===== src/rtl/rca_ft_pkg.sv =====
// Shared definitions for the fault-tolerant ripple-carry adder.
// Holds the datapath sizes and the fault-map encoding. The encoding turns
// the index of a defective bit slice into the select vectors that steer
// operands, carries and sums around that slice onto the spare cell.
package rca_ft_pkg;

  localparam int NUM_BITS  = 4;
  localparam int NUM_CELLS = 5;

  // Index value meaning "no defective slice": all selects stay at zero
  localparam int unsigned NO_BYPASS = NUM_BITS;

  // Complete set of static select lines driven by the fault-map register
  typedef struct packed {
    logic [NUM_CELLS-1:0] is;   // cell input shift, one per cell
    logic                 is5;  // carry-out taken from the spare cell
    logic [NUM_CELLS-1:0] cs;   // carry-in skips the cell below
    logic [NUM_BITS-1:0]  ss;   // sum bit taken from the cell above
  } sel_t;

  // Build the select vectors that bypass slice idx; any idx outside 0..3
  // yields the plain adder configuration with the spare cell unused.
  function automatic sel_t bypass_sel(input int unsigned idx);
    sel_t r;
    r = '0;
    if (idx < NUM_BITS) begin
      for (int unsigned k = 0; k < NUM_CELLS; k++) begin
        if (k > idx) r.is[k] = 1'b1;
      end
      r.cs[idx+1] = 1'b1;
      for (int unsigned i = 0; i < NUM_BITS; i++) begin
        if (i >= idx) r.ss[i] = 1'b1;
      end
      r.is5 = 1'b1;
    end
    return r;
  endfunction

endpackage


===== src/rtl/rca_fault_tolerant_if.sv =====
// Operand, select and result bundle of the fault-tolerant adder stage.
// The master side (datapath / fault-map controller) drives operands and
// selects; the slave side (the adder) returns the registered sum.
interface rca_fault_tolerant_if;
  import rca_ft_pkg::*;

  logic [NUM_BITS-1:0] a;
  logic [NUM_BITS-1:0] b;
  logic                c1;
  logic                test;
  logic                is0, is1, is2, is3, is4, is5;
  logic                CS0, CS1, CS2, CS3, CS4;
  logic                SS0, SS1, SS2, SS3;
  logic [NUM_BITS:0]   A;
  logic [NUM_BITS:0]   B;
  logic [NUM_BITS-1:0] s;
  logic                cout;

  modport master (
    output a, b, c1, test,
    output is0, is1, is2, is3, is4, is5,
    output CS0, CS1, CS2, CS3, CS4,
    output SS0, SS1, SS2, SS3,
    output A, B,
    input  s, cout
  );

  modport slave (
    input  a, b, c1, test,
    input  is0, is1, is2, is3, is4, is5,
    input  CS0, CS1, CS2, CS3, CS4,
    input  SS0, SS1, SS2, SS3,
    input  A, B,
    output s, cout
  );

endinterface


===== src/rtl/rca_ft_fa_cell.sv =====
// One-bit full adder slice; five of these form the repairable adder.
module rca_ft_fa_cell (
  input  logic x,
  input  logic y,
  input  logic ci,
  output logic s,
  output logic co
);

  // Plain full-adder equations
  always_comb begin
    s  = x ^ y ^ ci;
    co = (x & y) | (ci & (x ^ y));
  end

endmodule


===== src/rtl/rca_fault_tolerant.sv =====
// Registered 4-bit ripple-carry add stage with one spare full-adder cell.
// Static selects shift operands, carries and sums upward so that a single
// defective slice is skipped and the spare cell takes over the top bit.
// Each cell's carry and sum is a separate scalar so the carry chain does not
// read and write bits of one shared vector inside one combinational path.
module rca_fault_tolerant
  import rca_ft_pkg::*;
(
  input  logic                 clk,
  input  logic                 rst_n,
  rca_fault_tolerant_if.slave  bus
);

  logic [NUM_CELLS-1:0] op_a, op_b;
  logic [NUM_CELLS:0]   op_a_ext, op_b_ext;
  logic [NUM_CELLS-1:0] is_v;
  logic [NUM_CELLS-1:0] x_v, y_v;
  logic                 ci0, ci1, ci2, ci3, ci4;
  logic                 co0, co1, co2, co3, co4;
  logic                 fs0, fs1, fs2, fs3, fs4;
  logic [NUM_BITS-1:0]  sum_nxt;
  logic                 cout_nxt;

  // Operand source: test operands carry a fifth bit for the spare cell,
  // mission operands leave that bit at zero. A zero is appended below bit 0
  // so a shifted cell 0 sees op[-1] = 0.
  always_comb begin
    op_a     = bus.test ? bus.A : {1'b0, bus.a};
    op_b     = bus.test ? bus.B : {1'b0, bus.b};
    op_a_ext = {op_a, 1'b0};
    op_b_ext = {op_b, 1'b0};
    is_v     = {bus.is4, bus.is3, bus.is2, bus.is1, bus.is0};
  end

  // Cell input steering: a shifted cell takes the operand bit one below
  always_comb begin
    x_v = '0;
    y_v = '0;
    for (int k = 0; k < NUM_CELLS; k++) begin
      x_v[k] = is_v[k] ? op_a_ext[k] : op_a_ext[k+1];
      y_v[k] = is_v[k] ? op_b_ext[k] : op_b_ext[k+1];
    end
  end

  // Carry steering: a set CS line skips the cell directly below, with c1
  // standing in for cout(-1) and zero for cout(-2)
  always_comb begin
    ci0 = bus.CS0 ? 1'b0 : bus.c1;
    ci1 = bus.CS1 ? bus.c1 : co0;
    ci2 = bus.CS2 ? co0 : co1;
    ci3 = bus.CS3 ? co1 : co2;
    ci4 = bus.CS4 ? co2 : co3;
  end

  rca_ft_fa_cell u_fa0 (.x(x_v[0]), .y(y_v[0]), .ci(ci0), .s(fs0), .co(co0));
  rca_ft_fa_cell u_fa1 (.x(x_v[1]), .y(y_v[1]), .ci(ci1), .s(fs1), .co(co1));
  rca_ft_fa_cell u_fa2 (.x(x_v[2]), .y(y_v[2]), .ci(ci2), .s(fs2), .co(co2));
  rca_ft_fa_cell u_fa3 (.x(x_v[3]), .y(y_v[3]), .ci(ci3), .s(fs3), .co(co3));
  rca_ft_fa_cell u_fa4 (.x(x_v[4]), .y(y_v[4]), .ci(ci4), .s(fs4), .co(co4));

  // Result steering: each sum bit may come from the cell one above, and the
  // carry-out from the spare cell once the top slice has moved onto it
  always_comb begin
    sum_nxt[0] = bus.SS0 ? fs1 : fs0;
    sum_nxt[1] = bus.SS1 ? fs2 : fs1;
    sum_nxt[2] = bus.SS2 ? fs3 : fs2;
    sum_nxt[3] = bus.SS3 ? fs4 : fs3;
    cout_nxt   = bus.is5 ? co4 : co3;
  end

  // Output register with synchronous reset taking priority over new data
  always_ff @(posedge clk) begin
    if (!rst_n) begin
      bus.s    <= '0;
      bus.cout <= 1'b0;
    end else begin
      bus.s    <= sum_nxt;
      bus.cout <= cout_nxt;
    end
  end

endmodule


===== src/flat_wrapper.sv =====
// flat-port wrapper written by rule: the top's interface ports become plain ports
module rca_fault_tolerant_flat import rca_ft_pkg::*;
  (clk, rst_n, bus_a, bus_b, bus_c1, bus_test, bus_is0, bus_is1, bus_is2, bus_is3, bus_is4, bus_is5, bus_CS0, bus_CS1, bus_CS2, bus_CS3, bus_CS4, bus_SS0, bus_SS1, bus_SS2, bus_SS3, bus_A, bus_B, bus_s, bus_cout);
  rca_fault_tolerant_if bus_i ();
  input  logic clk;
  input  logic rst_n;
  input wire logic [$bits(bus_i.a)-1:0] bus_a;
  input wire logic [$bits(bus_i.b)-1:0] bus_b;
  input wire logic [$bits(bus_i.c1)-1:0] bus_c1;
  input wire logic [$bits(bus_i.test)-1:0] bus_test;
  input wire logic [$bits(bus_i.is0)-1:0] bus_is0;
  input wire logic [$bits(bus_i.is1)-1:0] bus_is1;
  input wire logic [$bits(bus_i.is2)-1:0] bus_is2;
  input wire logic [$bits(bus_i.is3)-1:0] bus_is3;
  input wire logic [$bits(bus_i.is4)-1:0] bus_is4;
  input wire logic [$bits(bus_i.is5)-1:0] bus_is5;
  input wire logic [$bits(bus_i.CS0)-1:0] bus_CS0;
  input wire logic [$bits(bus_i.CS1)-1:0] bus_CS1;
  input wire logic [$bits(bus_i.CS2)-1:0] bus_CS2;
  input wire logic [$bits(bus_i.CS3)-1:0] bus_CS3;
  input wire logic [$bits(bus_i.CS4)-1:0] bus_CS4;
  input wire logic [$bits(bus_i.SS0)-1:0] bus_SS0;
  input wire logic [$bits(bus_i.SS1)-1:0] bus_SS1;
  input wire logic [$bits(bus_i.SS2)-1:0] bus_SS2;
  input wire logic [$bits(bus_i.SS3)-1:0] bus_SS3;
  input wire logic [$bits(bus_i.A)-1:0] bus_A;
  input wire logic [$bits(bus_i.B)-1:0] bus_B;
  output wire logic [$bits(bus_i.s)-1:0] bus_s;
  output wire logic [$bits(bus_i.cout)-1:0] bus_cout;
  assign bus_i.a = bus_a;
  assign bus_i.b = bus_b;
  assign bus_i.c1 = bus_c1;
  assign bus_i.test = bus_test;
  assign bus_i.is0 = bus_is0;
  assign bus_i.is1 = bus_is1;
  assign bus_i.is2 = bus_is2;
  assign bus_i.is3 = bus_is3;
  assign bus_i.is4 = bus_is4;
  assign bus_i.is5 = bus_is5;
  assign bus_i.CS0 = bus_CS0;
  assign bus_i.CS1 = bus_CS1;
  assign bus_i.CS2 = bus_CS2;
  assign bus_i.CS3 = bus_CS3;
  assign bus_i.CS4 = bus_CS4;
  assign bus_i.SS0 = bus_SS0;
  assign bus_i.SS1 = bus_SS1;
  assign bus_i.SS2 = bus_SS2;
  assign bus_i.SS3 = bus_SS3;
  assign bus_i.A = bus_A;
  assign bus_i.B = bus_B;
  assign bus_s = bus_i.s;
  assign bus_cout = bus_i.cout;
  rca_fault_tolerant u_core (.clk(clk), .rst_n(rst_n), .bus(bus_i));
endmodule

===== config.mk =====
export PLATFORM = sky130hd
export DESIGN_NAME = rca_fault_tolerant_flat
export DESIGN_NICKNAME = d
export VERILOG_FILES = /design/src/rtl/rca_ft_pkg.sv /design/src/rtl/rca_fault_tolerant_if.sv /design/src/rtl/rca_ft_fa_cell.sv /design/src/rtl/rca_fault_tolerant.sv /design/src/flat_wrapper.sv
export SDC_FILE = /design/constraint.sdc
export NUM_CORES = 1
export LEC_CHECK = 0
export ABC_AREA = 1
export BUFFER_PORTS_ARGS = -buffer_cell sky130_fd_sc_hd__buf_4
export CAP_MARGIN = 0
export CORE_ASPECT_RATIO = 0.9
export CORE_MARGIN = 5
export CORE_UTILIZATION = 38
export DETAILED_ROUTE_END_ITERATION = 8
export MAX_ROUTING_LAYER = met4
export PLACE_DENSITY = 0.83
export SLEW_MARGIN = 10
export SYNTH_ARGS = -nofsm -noshare
export SYNTH_HDL_FRONTEND = slang
export SYNTH_SLANG_ARGS = --single-unit

===== constraint.sdc =====
create_clock -name clk -period 5.6 [get_ports clk]
set_clock_uncertainty 0.1 [all_clocks]
set_input_delay 1.68 -clock clk [delete_from_list [all_inputs] [get_ports clk]]
set_output_delay 1.68 -clock clk [all_outputs]
set_load 0.005 [all_outputs]

After elaboration in Yosys (flattened, before gate mapping). Cells that the tools add are included.

Muxes and demuxes: 22. Bitwise operators: 25.

Operators by type and width (number): $mux W1 (20); $and A1 B1 Y1 (10); $mux W5 (2); $xor A1 B1 Y1 (10); $or A1 B1 Y1 (5).

Register bits after elaboration: 5. Input bits: 37. Output and inout port bits: 5. Word-level logic and storage cells: 49.

Longest topological paths before layout.
Depth after elaboration: 18. Gate-level depth with buffers: 16. Mapped depth without buffers: 16.

Modules after synthesis. From an unflattened synthesis, not the netlist that was laid out.

Cell total of the unflattened synthesis: 108. Area, all modules: 603.1 µm².

By module, submodules not included: rca_fault_tolerant (times used 1, cells each 103, area an instance 503.0 µm², sequential area each 100.1 µm²); rca_ft_fa_cell (times used 5, cells each 1, area an instance 20.0 µm², sequential area each 0.0 µm²).

Least setup slack after synthesis. No wires, ideal clock.

Path type: input to register. From: input bus_test. To: register u_core.bus.s[3]. Setup time: 0.070 ns. Data arrival time: 4.662 ns. Data required time: 5.430 ns. Path slack: 0.769 ns. Cell stages on the path: 16. Buffers on the path: 1. Cells stage by stage: buf_4 -> nand2_1 -> a21oi_1 -> fa_1 -> nor2_1 -> a21oi_1 -> fa_1 -> inv_1 -> o21ai_0 -> fa_1 -> inv_1 -> o21ai_0 -> fa_1 -> o21ai_0 -> fa_1 -> a21oi_1.

Cells in the longest elaborated chain, start to end: 17. Elaborated cells on any way between the ends: 36. Those cells by class: mux (17); bitwise (19).

RTL lines: start: declaration (line flat_wrapper.sv:10) `input wire logic [$bits(bus_i.test)-1:0] bus_test;`; $mux W5, on equally long branches (line rca_fault_tolerant.sv:28, rca_fault_tolerant.sv:29); $mux W1, on equally long branches (line rca_fault_tolerant.sv:40, rca_fault_tolerant.sv:41); $xor A1 B1 Y1 (line rca_ft_fa_cell.sv:13) `co = (x & y) | (ci & (x ^ y));`; $and A1 B1 Y1 (line rca_ft_fa_cell.sv:13); $or A1 B1 Y1 (line rca_ft_fa_cell.sv:13); $mux W1 (line rca_fault_tolerant.sv:49) `ci1 = bus.CS1 ? bus.c1 : co0;`; $and A1 B1 Y1 (line rca_ft_fa_cell.sv:13); $or A1 B1 Y1 (line rca_ft_fa_cell.sv:13); $mux W1 (line rca_fault_tolerant.sv:50) `ci2 = bus.CS2 ? co0 : co1;`; $and A1 B1 Y1 (line rca_ft_fa_cell.sv:13); $or A1 B1 Y1 (line rca_ft_fa_cell.sv:13); $mux W1 (line rca_fault_tolerant.sv:51) `ci3 = bus.CS3 ? co1 : co2;`; $and A1 B1 Y1 (line rca_ft_fa_cell.sv:13); $or A1 B1 Y1 (line rca_ft_fa_cell.sv:13); $mux W1 (line rca_fault_tolerant.sv:52) `ci4 = bus.CS4 ? co2 : co3;`; $xor A1 B1 Y1 (line rca_ft_fa_cell.sv:12) `s = x ^ y ^ ci;`; $mux W1 * (line rca_fault_tolerant.sv:67) `sum_nxt[3] = bus.SS3 ? fs4 : fs3;`; end signal: assignment (line rca_fault_tolerant.sv:77) `bus.s <= sum_nxt;`; end: declaration (line rca_fault_tolerant_if.sv:34) `output s, cout`.

Mark *: on every way between the ends. The rest lies on a longest branch, timed or not. A chain may end at the register's enable or synchronous reset.

Final worst setup path. Same ends and word-level chain as after synthesis.

==> summary.txt <==
Timing
  • Fin crit period: 4.928 ns
  • Final Hold Viols: 0
  • Worst setup margin: just under 0.7 ns
  • Max Slew Vio Count: 0
  • Final setup violation count: 0
  • Worst-Margin Slew: approximately 0.23 ns
  • Fmax: roughly 200 MHz
  • Final setup TNS: 0 ns
  • Worst hold slack: approximately 1.5 ns
  • Part of the cycle the worst path needs: ~88%
  • RSZ-0062 raised after global routing: false
  • Slew HR: ~84%

Layout
  • Core Util, Final: 63.40%
  • Commonest non-fill, non-tap cells in the layout: buf_4 (41), nand2_1 (35), inv_1 (18)
  • Nets: about 180
  • Antenna fix cells: 0
  • Area grow syn2layout: 62.59%
  • Fin area: 897.1 um^2
  • Commonest non-fill, non-tap cell in the layout: buf_4
  • Ratio of cells with drive above 1 in the final layout: 31.88%
  • Layout Cells excl Fill: between 150 and 200

Routing
  • Routed WL per cell: approximately 9.4 um
  • Via/cell ratio: between 4 and 5
  • # DRC: 0
  • Vias: 691
  • Initial drt markers: 7
  • Drt pass-1 iters: 4
  • Final WL: 1.442 mm
  • Remaining antenna violation count: 0

Logic synthesis
  • Mapped Area: roughly 550 um^2
  • Largest area contributor in the netlist: nand2_1
  • Top cell type's share of synthesized area: about a quarter
  • Synth Instances: 94
  • Area contributors post-synth: nand2_1 (24%), dfxtp_1 (18%), fa_1 (18%)
  • Synth cell types: 9
  • Sequential cell area fraction in the yosys report: between 10% and 20%
  • Post-synthesis register bit count: 5
  • Syn nets: 136
  • Avg Inst Size Synth: 5.870 um^2
  • Ys Warns: 0

GRT
  • Initial antenna violation count: 0
  • Global-route wire length before repair: ~2.4 mm
  • Pin count of the biggest net entering global routing: 12
  • Number of global-route vias before repair: approximately 660
  • GRT Overall Usage: 13.72%
  • GRT overflow: 0

Die
  • Placeable core area: 1415 um^2
  • Total I/O pin count: 42
  • Initial core utilization: between 30% and 40%
  • Die Span Y: approximately 46 um
  • DIE AREA: between 2000 and 2500 um^2
  • Die X: between 50 and 60 um
  • Placement row count: 13

Critical path
  • CP Launch Type: input port
  • CP Class: in2reg
  • CP Max Fanout: 11
  • Setup crit end kind: flop
  • WP data arrival: roughly 5.0 ns
  • Worst Path Required: ~5.7 ns

Clock tree
  • Clock sink count: 5
  • Reg clk slew, reported paths: ~0.040 ns
  • Post CTS Setup Buffer Count: 0
  • Post-CTS Hold Buffers: 0
  • Root Buffer: clkbuf_4
  • Number of buffers created by CTS: 3
  • H-tree depth: 1
  • Clk buf depth: 2
  • Cts repair resizes: 0
  • CTS tree: done

Power
  • Max IR drop VDD: 0.00007019 V
  • Comb power frac: between 40% and 50%
  • Psw: approximately 0.046 mW
  • Internal power: ~0.11 mW
  • Pleak: 0.5349 nW
  • Sequential Power Share: between 20% and 30%
  • Switch share: 30.34%
  • Clk pwr share: a little over a quarter
  • Cell Pwr Density: about 170 nW/um^2
  • Overall power: approximately 0.15 mW

Place
  • Post-DP Area: roughly 870 um^2
  • Port bufs: 41
  • Dpl cells: 149
  • Post-Place Worst Slack: ~0.42 ns
  • Final HPWL from detailed placement: around 1.3 mm
  • GP Congestion: a little under 0.9

Flow run
  • Maxcap violations: 0

Outcome
  • Status: finished clean

Worst hold path
  • Hold Crit Class: in2reg
[layout make-up]
type / instances / area (um^2)
Multi-Input combinational cell: 70 / 376.6
Sequential cell: 5 / 100.1
Tap cell: 15 / 18.77
Clock buffer: 4 / 26.28
Timing Repair Buffer: 41 / 307.8
Inverter: 18 / 67.56
Fill cell: 142 / 518.0
[per-layer routing]
layer	share of wire (%)	up-vias	track usage [%]
met3	6.9	2	2.589
met1	45	286	16.12
met5	0	-	-
li1	-	376	-
met4	0.90	0	6.283
met2	47	27	22.81
[registers in the layout (all words and copies together), names as in the netlist]
register,flops
u_core.bus.s,4
u_core.bus.cout,1
[critical path, cell delays in order]
cell	delay [ns]
buf_4	0.14
inv_1	0.12
nand2_1	0.10
a21oi_1	0.09
fa_1	0.44
nor2_1	0.09
a21oi_1	0.06
fa_1	0.38
inv_1	0.06
o21ai_0	0.09
fa_1	0.37
inv_1	0.07
o21ai_0	0.10
fa_1	0.39
o21ai_0	0.23
fa_1	0.45
a21oi_1	0.13
[cells by family (layout without fill, tap and decap cells)]
group                      count (synthesis)  in the layout  share of synthesized area, %
AOI/OAI and AO/OA                         18             18                         16.33
adders and majority gates                  5              5                         18.14
buffers and inverters                     19             63                         13.61
DFF                                        5              5                         18.14
and+or+nand+nor                           47             47                         33.79
[power groups by stage]
stage                     combinational, mW  clock (mW)  sequential [mW]
after floorplan                      0.0346           0           0.0439
after global placement               0.0685           0           0.0430
after detailed placement             0.0700           0           0.0432
after CTS                            0.0702      0.0424           0.0426
after global routing                 0.0814      0.0437           0.0431
final                                0.0689      0.0408           0.0425
[Yosys cell counts, drive strengths merged]
cell and instances:
dfxtp 5, nor2 4, nand2 35, buf 1, o21ai 8, fa 5
inv 18, nand3 8, a21oi 10
[worst paths after layout]
check	start	end	slack (ns)	depth (start not counted)
worst max-delay path	bus_test	u_core.bus.s[3]$_SDFF_PN0_	0.67	17
worst min-delay path	bus_SS0	u_core.bus.s[0]$_SDFF_PN0_	1.52	2
(Power assumes the default switching activity.)
